<file path="src/rtl/mac_dot_seq_if.sv">
// rtl/mac_dot_seq_if.sv - operand stream, result stream and MAC bus of mac_dot_seq
interface mac_dot_seq_if #(
  parameter int ACC_W = 40
);
  logic             in_valid;
  logic             in_ready;
  logic [15:0]      in_a;
  logic [15:0]      in_b;
  logic [15:0]      mac_a;
  logic [15:0]      mac_b;
  logic [15:0]      mac_c;
  logic [31:0]      mac_r;
  logic             out_valid;
  logic             out_ready;
  logic [ACC_W-1:0] out_data;
  logic             out_ovf;

  modport master (
    output in_valid, in_a, in_b, out_ready, mac_r,
    input  in_ready, out_valid, out_data, out_ovf, mac_a, mac_b, mac_c
  );

  modport slave (
    input  in_valid, in_a, in_b, out_ready, mac_r,
    output in_ready, out_valid, out_data, out_ovf, mac_a, mac_b, mac_c
  );
endinterface

</file>
<file path="src/rtl/mac_dot_seq.sv">
// rtl/mac_dot_seq.sv - unsigned dot-product sequencer around a combinational 16x16 MAC
// Define MAC_DOT_SEQ_SAT_EN for a saturating accumulator with sticky overflow flag.
module mac_dot_seq #(
  parameter int LEN_W = 8,
  parameter int ACC_W = 40
) (
  input  logic             clk,
  input  logic             rst,
  input  logic             start,
  input  logic [LEN_W-1:0] len,
  input  logic [15:0]      bias,
  output logic             busy,
  mac_dot_seq_if.slave     bus
);

  typedef enum logic [1:0] {IDLE, RUN, DRAIN, DONE} state_t;

  state_t           state;
  state_t           state_nx;
  logic [LEN_W-1:0] len_q;
  logic [LEN_W-1:0] cnt;
  logic [15:0]      bias_q;
  logic [31:0]      prod;
  logic             p_vld;
  logic [ACC_W-1:0] acc;
  logic [ACC_W-1:0] acc_add;
  logic             accept;
  logic             last_acc;

`ifdef MAC_DOT_SEQ_SAT_EN
  logic             ovf;
  logic [ACC_W:0]   sum;
`endif

  assign busy          = (state != IDLE);
  assign bus.in_ready  = (state == RUN);
  assign bus.out_valid = (state == DONE);
  assign bus.out_data  = acc;
  assign bus.mac_a     = bus.in_a;
  assign bus.mac_b     = bus.in_b;
  // Bias enters through the first product only, so it is counted once per job.
  assign bus.mac_c     = (cnt == '0) ? bias_q : 16'd0;

  assign accept   = bus.in_valid & (state == RUN);
  assign last_acc = accept & (cnt == len_q - LEN_W'(1));

`ifdef MAC_DOT_SEQ_SAT_EN
  assign sum         = {1'b0, acc} + {{(ACC_W-31){1'b0}}, prod};
  assign acc_add     = sum[ACC_W] ? '1 : sum[ACC_W-1:0];
  assign bus.out_ovf = ovf & (state == DONE);
`else
  assign acc_add     = acc + ACC_W'(prod);
  assign bus.out_ovf = 1'b0;
`endif

  always_comb begin
    state_nx = state;
    case (state)
      IDLE:    if (start) state_nx = (len == '0) ? DONE : RUN;
      RUN:     if (last_acc) state_nx = DRAIN;
      DRAIN:   state_nx = DONE;
      DONE:    if (bus.out_ready) state_nx = IDLE;
      default: state_nx = IDLE;
    endcase
  end

  always_ff @(posedge clk) begin
    if (rst) begin
      state  <= IDLE;
      len_q  <= '0;
      cnt    <= '0;
      bias_q <= '0;
      prod   <= '0;
      p_vld  <= 1'b0;
      acc    <= '0;
`ifdef MAC_DOT_SEQ_SAT_EN
      ovf    <= 1'b0;
`endif
    end else begin
      state <= state_nx;
      p_vld <= accept;
      if (state == IDLE && start) begin
        len_q  <= len;
        bias_q <= bias;
        cnt    <= '0;
        // An empty job still reports the bias as its result.
        acc    <= (len == '0) ? ACC_W'(bias) : '0;
`ifdef MAC_DOT_SEQ_SAT_EN
        ovf    <= 1'b0;
`endif
      end else if (p_vld) begin
        acc <= acc_add;
`ifdef MAC_DOT_SEQ_SAT_EN
        if (sum[ACC_W]) ovf <= 1'b1;
`endif
      end
      if (accept) begin
        prod <= bus.mac_r;
        cnt  <= cnt + LEN_W'(1);
      end
    end
  end

endmodule

</file>
<file path="src/flat_wrapper.sv">
// flat-port wrapper written by rule: the top's interface ports become plain ports
module mac_dot_seq_flat 
#(
  parameter int LEN_W = 8,
  parameter int ACC_W = 40
)
  (clk, rst, start, len, bias, busy, bus_in_valid, bus_in_a, bus_in_b, bus_out_ready, bus_mac_r, bus_in_ready, bus_out_valid, bus_out_data, bus_out_ovf, bus_mac_a, bus_mac_b, bus_mac_c);
  mac_dot_seq_if #(.ACC_W(ACC_W)) bus_i ();
  input  logic clk;
  input  logic rst;
  input  logic start;
  input  logic [LEN_W-1:0] len;
  input  logic [15:0] bias;
  output logic busy;
  input wire logic [$bits(bus_i.in_valid)-1:0] bus_in_valid;
  input wire logic [$bits(bus_i.in_a)-1:0] bus_in_a;
  input wire logic [$bits(bus_i.in_b)-1:0] bus_in_b;
  input wire logic [$bits(bus_i.out_ready)-1:0] bus_out_ready;
  input wire logic [$bits(bus_i.mac_r)-1:0] bus_mac_r;
  output wire logic [$bits(bus_i.in_ready)-1:0] bus_in_ready;
  output wire logic [$bits(bus_i.out_valid)-1:0] bus_out_valid;
  output wire logic [$bits(bus_i.out_data)-1:0] bus_out_data;
  output wire logic [$bits(bus_i.out_ovf)-1:0] bus_out_ovf;
  output wire logic [$bits(bus_i.mac_a)-1:0] bus_mac_a;
  output wire logic [$bits(bus_i.mac_b)-1:0] bus_mac_b;
  output wire logic [$bits(bus_i.mac_c)-1:0] bus_mac_c;
  assign bus_i.in_valid = bus_in_valid;
  assign bus_i.in_a = bus_in_a;
  assign bus_i.in_b = bus_in_b;
  assign bus_i.out_ready = bus_out_ready;
  assign bus_i.mac_r = bus_mac_r;
  assign bus_in_ready = bus_i.in_ready;
  assign bus_out_valid = bus_i.out_valid;
  assign bus_out_data = bus_i.out_data;
  assign bus_out_ovf = bus_i.out_ovf;
  assign bus_mac_a = bus_i.mac_a;
  assign bus_mac_b = bus_i.mac_b;
  assign bus_mac_c = bus_i.mac_c;
  mac_dot_seq #(.LEN_W(LEN_W), .ACC_W(ACC_W)) u_core (.clk(clk), .rst(rst), .start(start), .len(len), .bias(bias), .busy(busy), .bus(bus_i));
endmodule
</file>
<file path="config.mk">
export PLATFORM = sky130hd
export DESIGN_NAME = mac_dot_seq_flat
export DESIGN_NICKNAME = d
export VERILOG_FILES = /design/src/rtl/mac_dot_seq_if.sv /design/src/rtl/mac_dot_seq.sv /design/src/flat_wrapper.sv
export SDC_FILE = /design/constraint.sdc
export NUM_CORES = 1
export LEC_CHECK = 0
export BUFFER_PORTS_ARGS = -buffer_cell sky130_fd_sc_hd__buf_2
export CAP_MARGIN = 20
export CORE_ASPECT_RATIO = 0.6
export CORE_MARGIN = 2
export CORE_UTILIZATION = 48
export DETAILED_ROUTE_END_ITERATION = 12
export PLACE_DENSITY = 0.79
export RECOVER_POWER = 100
export SYNTH_ARGS = -nofsm -noshare
export SYNTH_HDL_FRONTEND = slang
export SYNTH_SLANG_ARGS = --single-unit
</file>
<file path="constraint.sdc">
create_clock -name clk -period 2.6 [get_ports clk]
set_input_delay 0.13 -clock clk [delete_from_list [all_inputs] [get_ports clk]]
set_output_delay 0.13 -clock clk [all_outputs]
set_load 0.1 [all_outputs]
</file>
==> Implementation_results.wiki <==
{| class="wikitable"
! Metric !! Value
|-
| #FFs+latches synth || 107
|-
| Net switching power || 0.00259 W
|-
| DPL Wire Length || 14300 um
|-
| Critical path destination || u_core.bus.out_data[34]
|-
| Num CTS Buffers || 9
|-
| Actual slew at the worst max-slew pin || 1.25 ns
|-
| Async set-reset flop share out of synthesis || 0%
|-
| Final number of max-transition violations || 0
|-
| Master cell of the clock root buffer || sky130_fd_sc_hd__clkbuf_16
|-
| Post-Route Utilization || 61.3%
|-
| Reg2Reg Setup Slack || 0.06 ns
|-
| Number of vias per cell || 5.72
|-
| Hold crit path type || primary input to flip-flop
|-
| Critical path origin || u_core.bus.out_data[13]
|-
| Number of unique standard cell types used by synthesis || 70
|-
| Final number of setup-violating endpoints || 0
|-
| Total of fill cells in the finished design || 1211
|-
| Htree depth || 3
|-
| Cell internal power dissipation || 0.00330 W
|-
| Launch instance of the worst register-to-register path || u_core.bus.out_data[13]
|-
| WP data arrival || 2.82 ns
|-
| Gate power share || 43.9%
|-
| Antenna violations before repair || 0
|-
| Storage cell area || 2230 sq um
|-
| Result of the run || finished clean
|-
| Path type of the worst setup path || flip-flop to flip-flop
|-
| WP data required || 2.88 ns
|-
| Insertion delay to the later sink of the worst-skew pair || 0.36 ns
|-
| Depth of the most critical reg-to-reg path || 9
|-
| Leakage || 3.33 nW
|-
| Post-Syn Nets || 1013
|-
| Synthesized area per cell || 7.63 sq um
|-
| Maximum number of pins on one net before global-route repair || 70
|-
| Clock tree from TritonCTS || done
|-
| Syn Std Cell Area || 6710 sq um
|-
| Number of nets still failing antenna checks after routing || 0
|-
| PD cells || 703 nW/um^2
|-
| Relative max-transition margin || 16.8%
|-
| Clock Pin Slew Worst Setup and Hold Paths || 0.08 ns
|-
| Initial Util || 49.1%
|-
| Cell area after placement || 7870 sq um
|-
| Number of sinks driven by the clock tree || 107
|-
| Post-layout minimum cycle time || 2.54 ns
|-
| Number of flops mapped to enable cells by yosys || 0
|-
| Maximum fanout count along the critical path || 8
|-
| Unrepaired setup endpoints after global routing || yes
|-
| Final estimated routing congestion in global placement || 0.983
|-
| DR WL/cell || 16.6 um
|-
| Endpoint of the lowest-slack register-to-register path || u_core.bus.out_data[34]
|-
| Syn. warnings || 0
|-
| PnR Total Power || 0.00588 W
|-
| Post-synthesis instance total || 879
|-
| Maximum clock rate || 394 MHz
|-
| Final-report hold violation count || 0
|-
| Max Cap Violations || 0
|-
| Congestion Overflow GR || 0
|-
| Final worst-path cycle share || 97.7%
|-
| Deepest clock path buffer count || 2
|-
| Kind of capture point of the worst setup path || flip-flop
|-
| IO buf count || 119
|-
| Total routed wirelength || 19700 um
|-
| Setup slack of the critical path after layout || 0.0605 ns
|-
| Reg power frac || 33.2%
|-
| Area growth from synthesis to layout || 24.8%
|-
| Die Span X || 157 um
|-
| All-Layer GR Usage || 25.5%
|-
| Startpoint Class || flip-flop
|-
| Number of cells on the worst hold path || 3
|-
| Net count, final || 1120
|-
| Ratio of cells with drive above 1 in the final layout || 26.6%
|-
| First-pass DRT Iterations || 5
|-
| Register area share after synthesis || 31.9%
|-
| Die area || 15000 sq um
|-
| Drt first-iter violations || 598
|-
| Vertical extent of the die || 95.6 um
|-
| Number of remaining DRC errors || 0
|-
| Setup slack after placement || -0.0419 ns
|-
| Placeable core area || 13700 sq um
|-
| I/O pin cnt || 185
|-
| Post-Route Skew || 0.00934 ns
|-
| Area used by multi-input combinational logic || 4320 sq um
|-
| Standard-cell rows || 33
|-
| Vias in the first global route || 5993
|-
| Main flop type after synthesis || sky130_fd_sc_hd__dfxtp_1
|-
| Worst vdd ir || 0.591 mV
|-
| Switching share of power || 44.0%
|-
| Wire length of the first global-routing pass || 30400 um
|-
| Final Cell Area || 8370 sq um
|-
| Clock group share of total power || 22.9%
|-
| Vias after detailed routing || 6770
|}
==> critical path, stage by stage, from the launching register on <==
cell and delay (ns):
sky130_fd_sc_hd__dfxtp_4 0.37, sky130_fd_sc_hd__ha_4 0.24, sky130_fd_sc_hd__a21o_1 0.17, sky130_fd_sc_hd__a21o_1 0.18, sky130_fd_sc_hd__a221o_1 0.37, sky130_fd_sc_hd__and2_4 0.18
sky130_fd_sc_hd__o31a_2 0.33, sky130_fd_sc_hd__o211a_1 0.23, sky130_fd_sc_hd__o21ai_1 0.19, sky130_fd_sc_hd__mux2i_1 0.20
==> layout by cell type, fill, tap and decap left out, types with 6 or more instances in the layout <==
| cell | Yosys | routed |
|---|---|---|
| sky130_fd_sc_hd__a211oi_1 | 11 | 9 |
| sky130_fd_sc_hd__a21o_1 | 9 | 9 |
| sky130_fd_sc_hd__a21oi_1 | 122 | 111 |
| sky130_fd_sc_hd__a21oi_2 | 0 | 10 |
| sky130_fd_sc_hd__a31oi_1 | 6 | 6 |
| sky130_fd_sc_hd__and2_1 | 21 | 9 |
| sky130_fd_sc_hd__and2_4 | 1 | 8 |
| sky130_fd_sc_hd__and3_1 | 10 | 10 |
| sky130_fd_sc_hd__buf_12 | 0 | 17 |
| sky130_fd_sc_hd__buf_2 | 1 | 78 |
| sky130_fd_sc_hd__buf_4 | 33 | 50 |
| sky130_fd_sc_hd__clkbuf_1 | 35 | 25 |
| sky130_fd_sc_hd__clkbuf_16 | 0 | 9 |
| sky130_fd_sc_hd__dfxtp_1 | 107 | 75 |
| sky130_fd_sc_hd__dfxtp_2 | 0 | 14 |
| sky130_fd_sc_hd__dfxtp_4 | 0 | 18 |
| sky130_fd_sc_hd__ha_1 | 40 | 29 |
| sky130_fd_sc_hd__ha_2 | 0 | 8 |
| sky130_fd_sc_hd__inv_1 | 18 | 17 |
| sky130_fd_sc_hd__mux2i_1 | 12 | 12 |
| sky130_fd_sc_hd__nand2_1 | 162 | 162 |
| sky130_fd_sc_hd__nand3_1 | 33 | 33 |
| sky130_fd_sc_hd__nand4_1 | 9 | 9 |
| sky130_fd_sc_hd__nor2_1 | 47 | 47 |
| sky130_fd_sc_hd__nor2b_1 | 13 | 11 |
| sky130_fd_sc_hd__nor3_1 | 12 | 12 |
| sky130_fd_sc_hd__nor4_1 | 7 | 6 |
| sky130_fd_sc_hd__o211ai_1 | 14 | 14 |
| sky130_fd_sc_hd__o21ai_0 | 29 | 24 |
| sky130_fd_sc_hd__or3_1 | 13 | 13 |
| sky130_fd_sc_hd__xnor2_1 | 16 | 16 |
| sky130_fd_sc_hd__xor2_1 | 14 | 14 |
==> synth_stat cells (7+ instances only) <==
cell type                    n  area (sq um)
sky130_fd_sc_hd__nor2b_1    13          81.3
sky130_fd_sc_hd__and2_1     21           131
sky130_fd_sc_hd__nand2_1   162           608
sky130_fd_sc_hd__mux2i_1    12           120
sky130_fd_sc_hd__nand4_1     9          56.3
sky130_fd_sc_hd__clkbuf_1   35           131
sky130_fd_sc_hd__nor3_1     12          60.1
sky130_fd_sc_hd__a211oi_1   11          82.6
sky130_fd_sc_hd__buf_4      33           248
sky130_fd_sc_hd__and3_1     10          62.6
sky130_fd_sc_hd__inv_1      18          67.6
sky130_fd_sc_hd__nand3_1    33           165
sky130_fd_sc_hd__or3_1      13          81.3
sky130_fd_sc_hd__nor2_1     47           176
sky130_fd_sc_hd__nor4_1      7          43.8
sky130_fd_sc_hd__xnor2_1    16           140
sky130_fd_sc_hd__ha_1       40           500
sky130_fd_sc_hd__buf_1       8          30.0
sky130_fd_sc_hd__o211ai_1   14           105
sky130_fd_sc_hd__a21oi_1   122           611
sky130_fd_sc_hd__xor2_1     14           123
sky130_fd_sc_hd__dfxtp_1   107          2140
sky130_fd_sc_hd__a21o_1      9          67.6
sky130_fd_sc_hd__o21ai_0    29           145
==> per-stage QoR <==
step,std cells,hold WS (ns),TNS [ns]
after floorplan,879,0.266,0
after global placement,1162,0.261,0
after detailed placement,1162,0.261,-0.117
after CTS,1180,0.000474,0
after global routing,1183,0.000833,-0.239
final,1184,0.00575,0
==> timing repair <==
action | in CTS | in global routing
pin swaps | 0 | 12
setup buffers | 0 | 3
endpoints found under the setup margin | 6 | 38
gates resized for setup | 5 | 57
cloned | 0 | 1
hold buffers | 2 | 0
hold endpoints to repair | 2 | 0
==> worst min-delay path by stage <==
stage / start / endpoint / slack, ns
3_3_place_gp: bus_in_a[0] / bus_mac_a[0] / 0.26
4_1_cts: bus_mac_r[28] / u_core.prod[28] / 0.0005
5_1_grt: bus_mac_r[29] / u_core.prod[29] / 0.0008
2_1_floorplan: bias[0] / u_core.bias_q[0] / 0.27
6_report: bus_mac_r[12] / u_core.prod[12] / 0.006
3_5_place_dp: bus_in_a[0] / bus_mac_a[0] / 0.26
==> power by group through the flow <==
stage	Sequential, W	Combinational [W]	Clock [W]
5_1_grt	0.00198	0.00277	0.00144
2_1_floorplan	0.00212	0.00187	0
6_report	0.00196	0.00258	0.00135
4_1_cts	0.00194	0.00252	0.00137
3_3_place_gp	0.00197	0.00247	0
3_5_place_dp	0.00198	0.00250	0
==> registers in the layout, indices dropped and copies added, names as in the netlist <==
signal,count
u_core.bus.out_data,40
u_core.prod,32
u_core.bias_q,16
u_core.cnt,8
u_core.len_q,8
u_core.state,2
u_core.p_vld,1
==> kinds of logic (layout without fill, tap and decap cells) <==
group | count (synthesis) | after routing | share of synthesized area, %
XOR/XNOR | 30 | 30 | 3.92
AND/OR/NAND/NOR | 354 | 354 | 24.9
AO/OA/AOI/OAI | 235 | 235 | 21.8
other | 1 | 2 | 0.0559
multiplexers | 16 | 16 | 2.46
buffers and inverters | 95 | 207 | 7.18
adder cells (fa/ha/maj) | 41 | 41 | 7.76
flip-flops | 107 | 107 | 31.9
==> routing by layer <==
layer | track usage, % | part of all wire, % | vias up
li1 | - | - | 3292
met1 | 38.4 | 49 | 3129
met2 | 36.4 | 41 | 321
met3 | 6.18 | 9.1 | 28
met4 | 5.58 | 1.5 | 0
met5 | 0 | 0 | -
==> final cells by class <==
class                   instances  share of cell area, %
multi-input cells             677                   51.6
flip-flops and latches        107                   26.6
repair buffers                173                   14.7
well taps                     192                   2.87
clock buffers                   9                   2.69
inverters                      18                  0.807
clock inverters                 7                  0.687
diodes                          1                 0.0299
(Power assumes the default switching activity.)
